File: src/rtl/cordic_rotation_scheduler.sv
// Round-robin scheduler sharing one iterative CORDIC rotation core between NUM_REQ requesters.
// Define CORDIC_SCHED_FIXED_PRIO_EN to replace round-robin with fixed lowest-index priority.
module cordic_rotation_scheduler #(
    parameter int NUM_REQ   = 4,
    parameter int DATA_W    = 32,
    parameter int LATENCY   = 16,
    parameter int HALF_TURN = 1800
) (
    input  logic                        clock,
    input  logic                        reset,
    input  logic [NUM_REQ-1:0]          req_valid,
    output logic [NUM_REQ-1:0]          req_ready,
    input  logic [NUM_REQ*DATA_W-1:0]   req_x,
    input  logic [NUM_REQ*DATA_W-1:0]   req_y,
    input  logic [NUM_REQ*DATA_W-1:0]   req_angle,
    output logic                        rsp_valid,
    input  logic                        rsp_ready,
    output logic [$clog2(NUM_REQ)-1:0]  rsp_id,
    output logic [DATA_W-1:0]           rsp_x,
    output logic [DATA_W-1:0]           rsp_y,
    output logic                        rsp_err,
    output logic                        core_reset,
    output logic [DATA_W-1:0]           core_x_in,
    output logic [DATA_W-1:0]           core_y_in,
    output logic [DATA_W-1:0]           core_angle,
    input  logic [DATA_W-1:0]           core_x_out,
    input  logic [DATA_W-1:0]           core_y_out
);

    localparam int ID_W  = $clog2(NUM_REQ);
    localparam int CNT_W = $clog2(LATENCY + 1);
    localparam logic signed [DATA_W-1:0] HALF_S    = DATA_W'(HALF_TURN);
    localparam logic signed [DATA_W-1:0] QUARTER_S = DATA_W'(HALF_TURN / 2);

    typedef enum logic [1:0] {IDLE, LOAD, WAIT, RESP} state_t;

    typedef struct packed {
        logic                     err;
        logic                     flip;
        logic signed [DATA_W-1:0] angle;
    } red_t;

    // Two's complement negation; the most negative value wraps onto itself.
    function automatic logic signed [DATA_W-1:0] neg_wrap(input logic signed [DATA_W-1:0] v);
        return -v;
    endfunction

    function automatic red_t reduce_angle(input logic signed [DATA_W-1:0] a);
        red_t r;
        r.err   = 1'b0;
        r.flip  = 1'b0;
        r.angle = a;
        if (a > HALF_S || a < -HALF_S) begin
            r.err = 1'b1;
        end else if (a > QUARTER_S) begin
            r.flip  = 1'b1;
            r.angle = a - HALF_S;
        end else if (a < -QUARTER_S) begin
            r.flip  = 1'b1;
            r.angle = a + HALF_S;
        end
        return r;
    endfunction

    state_t                   state, state_nxt;
    logic [CNT_W-1:0]         wait_cnt;
    logic                     grant_found;
    logic [ID_W-1:0]          grant_idx;
    logic                     accept;
    red_t                     red;
    logic [ID_W-1:0]          id_q;
    logic signed [DATA_W-1:0] x_q, y_q, ang_q;
    logic                     flip_q;
    logic signed [DATA_W-1:0] rsp_x_q, rsp_y_q;
    logic                     rsp_err_q;

`ifndef CORDIC_SCHED_FIXED_PRIO_EN
    logic [ID_W-1:0]          rr_ptr;
`endif

    always_comb begin
        int idx;
        grant_found = 1'b0;
        grant_idx   = '0;
        idx         = 0;
        for (int k = 0; k < NUM_REQ; k++) begin
`ifdef CORDIC_SCHED_FIXED_PRIO_EN
            idx = k;
`else
            idx = int'(rr_ptr) + k;
            if (idx >= NUM_REQ) idx = idx - NUM_REQ;
`endif
            if (!grant_found && req_valid[idx]) begin
                grant_found = 1'b1;
                grant_idx   = ID_W'(idx);
            end
        end
    end

    assign red = reduce_angle(signed'(req_angle[grant_idx*DATA_W +: DATA_W]));

    always_comb begin
        state_nxt = state;
        req_ready = '0;
        accept    = 1'b0;
        case (state)
            IDLE: begin
                if (grant_found) begin
                    req_ready[grant_idx] = 1'b1;
                    accept               = 1'b1;
                    state_nxt            = red.err ? RESP : LOAD;
                end
            end
            LOAD: state_nxt = WAIT;
            WAIT: if (wait_cnt == CNT_W'(LATENCY)) state_nxt = RESP;
            RESP: if (rsp_ready) state_nxt = IDLE;
            default: state_nxt = IDLE;
        endcase
    end

    always_ff @(posedge clock) begin
        if (reset) state <= IDLE;
        else       state <= state_nxt;
    end

    // Control: wait counter runs 1..LATENCY while in WAIT, pointer advances past each grant.
    always_ff @(posedge clock) begin
        if (reset) begin
            wait_cnt <= '0;
`ifndef CORDIC_SCHED_FIXED_PRIO_EN
            rr_ptr   <= '0;
`endif
        end else begin
            if (state == LOAD)
                wait_cnt <= CNT_W'(1);
            else if (state == WAIT && wait_cnt != CNT_W'(LATENCY))
                wait_cnt <= wait_cnt + 1'b1;
            else
                wait_cnt <= '0;
`ifndef CORDIC_SCHED_FIXED_PRIO_EN
            if (accept)
                rr_ptr <= (grant_idx == ID_W'(NUM_REQ - 1)) ? '0 : grant_idx + 1'b1;
`endif
        end
    end

    // Operands stay latched after the job so the core inputs remain stable through WAIT.
    always_ff @(posedge clock) begin
        if (reset) begin
            id_q      <= '0;
            x_q       <= '0;
            y_q       <= '0;
            ang_q     <= '0;
            flip_q    <= 1'b0;
            rsp_x_q   <= '0;
            rsp_y_q   <= '0;
            rsp_err_q <= 1'b0;
        end else if (accept) begin
            id_q      <= grant_idx;
            rsp_err_q <= red.err;
            if (red.err) begin
                rsp_x_q <= '0;
                rsp_y_q <= '0;
            end else begin
                x_q    <= signed'(req_x[grant_idx*DATA_W +: DATA_W]);
                y_q    <= signed'(req_y[grant_idx*DATA_W +: DATA_W]);
                ang_q  <= red.angle;
                flip_q <= red.flip;
            end
        end else if (state == WAIT && wait_cnt == CNT_W'(LATENCY)) begin
            rsp_x_q <= flip_q ? neg_wrap(signed'(core_x_out)) : signed'(core_x_out);
            rsp_y_q <= flip_q ? neg_wrap(signed'(core_y_out)) : signed'(core_y_out);
        end
    end

    assign core_reset = (state == LOAD);
    assign core_x_in  = x_q;
    assign core_y_in  = y_q;
    assign core_angle = ang_q;
    assign rsp_valid  = (state == RESP);
    assign rsp_id     = id_q;
    assign rsp_x      = rsp_x_q;
    assign rsp_y      = rsp_y_q;
    assign rsp_err    = rsp_err_q;

endmodule

File: config.mk
export PLATFORM = sky130hd
export DESIGN_NAME = cordic_rotation_scheduler
export DESIGN_NICKNAME = d
export VERILOG_FILES = /design/src/rtl/cordic_rotation_scheduler.sv
export SDC_FILE = /design/constraint.sdc
export NUM_CORES = 1
export LEC_CHECK = 0
export BUFFER_PORTS_ARGS = -buffer_cell sky130_fd_sc_hd__buf_2
export CORE_AREA = 2 2 245 247
export DETAILED_ROUTE_END_ITERATION = 8
export DIE_AREA = 0 0 247 249
export GPL_ROUTABILITY_DRIVEN = 0
export GPL_TIMING_DRIVEN = 0
export SKIP_CTS_REPAIR_TIMING = 1
export SYNTH_ARGS = -nofsm -noshare
export SYNTH_HDL_FRONTEND = slang
export SYNTH_SLANG_ARGS = --single-unit
export TNS_END_PERCENT = 10
File: constraint.sdc
create_clock -name clock -period 5.6 [get_ports clock]
set_clock_uncertainty 0.05 [all_clocks]
set_input_delay 0.28 -clock clock [delete_from_list [all_inputs] [get_ports clock]]
set_output_delay 0.28 -clock clock [all_outputs]
set_load 0.02 [all_outputs]
==> flow_metrics.tcl <==
set metrics [dict create \
    synthFlopType "dfxtp_1" \
    power_frac_seq_pct 23.9 \
    grt_max_degree 18 \
    power_density_mw_per_mm2 365 \
    max_freq_mhz 212 \
    synth_fp_nets 2042 \
    flops_latches_synth 173 \
    p_switching_mw 2.81 \
    die_height_um 249 \
    placement.io_buffers 623 \
    detail_route.first_pass.iterations 5 \
    post_drt_via_cell_ratio 4.76 \
    global_route.usage.total_pct 20.4 \
    fillCellCount 6694 \
    final_common_cell "buf_2" \
    reg2reg_slack_ps 870 \
    post_route_cells_drive_above_1_share_pct 32.1 \
    min_delay_path_depth 3 \
    synthesis.instances 1571 \
    status "finished, final reports clean" \
    fin_crit_ps 4730 \
    synth_warnings 0 \
    synth.top_cell.area_share_pct 31.3 \
    synth.lib_cells_used.distinct 66 \
    wl_per_cell_um 21.3 \
    comb_power_share_pct 53.7 \
    vdd_drop_max_mv 0.224 \
    num-nets-final 2684 \
    first_iter_violations 979 \
    min_period_over_period_pct 84.4 \
    hold_end "rsp_x[31]$_SDFFE_PP0P_" \
    dp_hpwl_um 52700 \
    ctsRootBufferMaster "clkbuf_16" \
    power.clock.fraction_pct 22.4 \
    kind_of_end_point_of_the_critical_path "flop" \
    synth.top_cells.by_area "dfxtp_1 (31%), nand2_1 (14%), nand3_1 (9.5%)" \
    numClockSinks 173 \
    dpl.cell_count 2967 \
    clock_slew_at_reported_path_ffs_ps 80 \
    drt_drc_violations_left 0 \
    final.setup.tns_ps 0 \
    cts_tree "built" \
    timing.hold.worst.class "in -> reg" \
    max-slew-margin-rel_pct 11.2 \
    drt_wl_total_um 64200 \
    clock_latency_ps 480 \
    maxCapViolations 0 \
    initial_core_util_pct 18.9 \
    power_switching_share_pct 48.9 \
    timing.hold.worst.start "core_x_out[31]" \
    cts-root-to-sink-buffers 2 \
    grt_pass1_vias 14200 \
    core_region_area_mm2 0.0587 \
    antenna_violations_before_repair 24 \
    synth_area_per_cell_um2 7.05 \
    synth_enable_flop_cells 0 \
    timing.critical_path.required_ps 5950 \
    placement_rows 89 \
    yosysSeqAreaShare_pct 31.3 \
    boundaryPins 624 \
    power_report.internal_total_mw 2.94 \
    layout.cells.most_common_list "buf_2 (638), nand2_1 (413), nand3_1 (211), dfxtp_1 (173), a21oi_1 (124)" \
    post-synth-top-area-cell "dfxtp_1" \
    worstReg2RegStart "rr_ptr[1]$_SDFFE_PP0P_" \
    critical_path.max_fanout 10 \
    setup-violations-final 0 \
    antenna_violating_nets_left 0 \
    layout.cells.non_filler 3006 \
    tightest_slew_ps 1330 \
    synth_area_mm2 0.0111 \
    route.vias.total 14300 \
    r2r_depth 14 \
    grt_remaining_overflow 0 \
    cp_data_arrival_time_ps 5080 \
    ctsHtreeMaxLevel 4 \
    layout-area-overhead-vs-synth_pct 42.6 \
    power.static_leakage_nw 7.11 \
    floorplan.die_area_mm2 0.0615 \
    critical_path_class "reg -> reg" \
    grt_pass1_wl_um 92000 \
    timing.final.hold_violations 0 \
    die-width_um 247 \
    cts_buffers 17 \
    postSynth.asyncResetShare_pct 0 \
    final_max_slew_viol_count 0 \
    r2r-end "core_x_in[29]$_SDFFE_PP0P_" \
    cp-start-kind "flop" \
    unrepaired_setup_endpoints_after_global_routing "false" \
]
[layout make-up]
cell class                      count  area [um2]  area share (%)
Multi-Input combinational cell   1258        6910            43.8
Sequential cell                   173        3460            21.9
Timing Repair Buffer              623        3120            19.8
Tap cell                          773         967            6.13
Buffer                            124         638            4.04
Clock buffer                       17         425            2.69
Clock inverter                     14         176            1.12
Inverter                           16        62.6           0.396
Antenna cell                        8        20.0           0.127
[through the flow]
stage / hold slack, ps / power (mW) / util, % / cell area, um2 / setup slack [ps]
after global placement: 390 / 4.45 / 25.8 / 15200 / 944
final: 83.6 / 5.76 / 26.9 / 15800 / 873
after CTS: 32.0 / 5.78 / 26.9 / 15800 / 927
after floorplan: 363 / 3.29 / - / 11100 / 2170
after global routing: 62.1 / 6.13 / 26.9 / 15800 / 712
after detailed placement: 394 / 4.46 / 25.8 / 15200 / 893
[metal layers]
metal	global-route usage [%]	vias up	share of wire, %
met5	0	-	0.017
met4	9.85	2	4.8
met3	4.73	144	8.3
met2	32.7	732	45
met1	25.6	6601	42
li1	-	6816	-
[cells in the mapped netlist (4+ instances only)]
cell type / number
nand2_1: 413
nand3_1: 211
dfxtp_1: 173
a21oi_1: 124
clkbuf_1: 78
nor2_1: 67
o31ai_1: 52
xor2_1: 40
nor3_1: 37
nand3b_1: 33
xnor2_1: 29
a22oi_1: 28
a22o_1: 24
o21ai_0: 19
and3_1: 17
buf_6: 16
ha_1: 16
buf_2: 15
or3_1: 15
inv_1: 13
a211o_1: 12
mux2i_1: 12
or4_1: 12
nand4_1: 10
buf_4: 9
nor4_1: 9
and2_1: 8
o41ai_1: 8
a211oi_1: 6
a22oi_2: 6
buf_1: 6
nand2b_1: 6
nor2b_1: 4
[flip-flops by register name, summed over array words and instances (netlist names), 5 cells and up]
signal / cells
rsp_y: 32
rsp_x: 32
core_x_in: 32
core_y_in: 32
wait_cnt: 5
core_angle: 32
[worst max path at each step]
| stage | slack [ps] | start | end | cells after the start |
|---|---|---|---|---|
| floorplan | 2170 | rr_ptr[1]$_SDFFE_PP0P_ | core_angle[15]$_SDFFE_PP0P_ | 13 |
| global placement | 940 | req_valid[1] | flip_q$_SDFFE_PP0P_ | 15 |
| detailed placement | 890 | req_valid[1] | flip_q$_SDFFE_PP0P_ | 15 |
| CTS | 930 | rr_ptr[1]$_SDFFE_PP0P_ | core_x_in[29]$_SDFFE_PP0P_ | 14 |
| global route | 710 | rr_ptr[1]$_SDFFE_PP0P_ | core_x_in[29]$_SDFFE_PP0P_ | 14 |
| finish | 870 | rr_ptr[1]$_SDFFE_PP0P_ | core_x_in[29]$_SDFFE_PP0P_ | 14 |
[critical path, stage by stage, from the launching register on]
cell and delay (ps):
dfxtp_1 440, a21oi_1 110, o32ai_2 540, buf_2 370, buf_2 330, a21oi_1 70, a22oi_1 400, nand4_1 150
or3_1 360, or4_4 560, a21oi_2 280, buf_6 260, buf_6 260, nand3_1 250, a21oi_1 180
[power by group through the flow]
stage,combinational [mW],sequential (mW),clock [mW]
3_5_place_dp,3.05,1.40,0
2_1_floorplan,1.81,1.48,0
3_3_place_gp,3.05,1.40,0
6_report,3.09,1.38,1.29
4_1_cts,3.06,1.38,1.34
5_1_grt,3.36,1.39,1.38
[logic make-up after synthesis]
| logic type | synth area share [%] |
|---|---|
| and+or+nand+nor | 35.4 |
| muxes | 1.19 |
| buffers and inverters | 6.33 |
| adders and majority gates | 1.81 |
| xor gates and xnor gates | 5.46 |
| DFF | 31.3 |
| AOI/OAI and AO/OA | 18.5 |
Note: power is estimated with default switching activity, not from simulation.
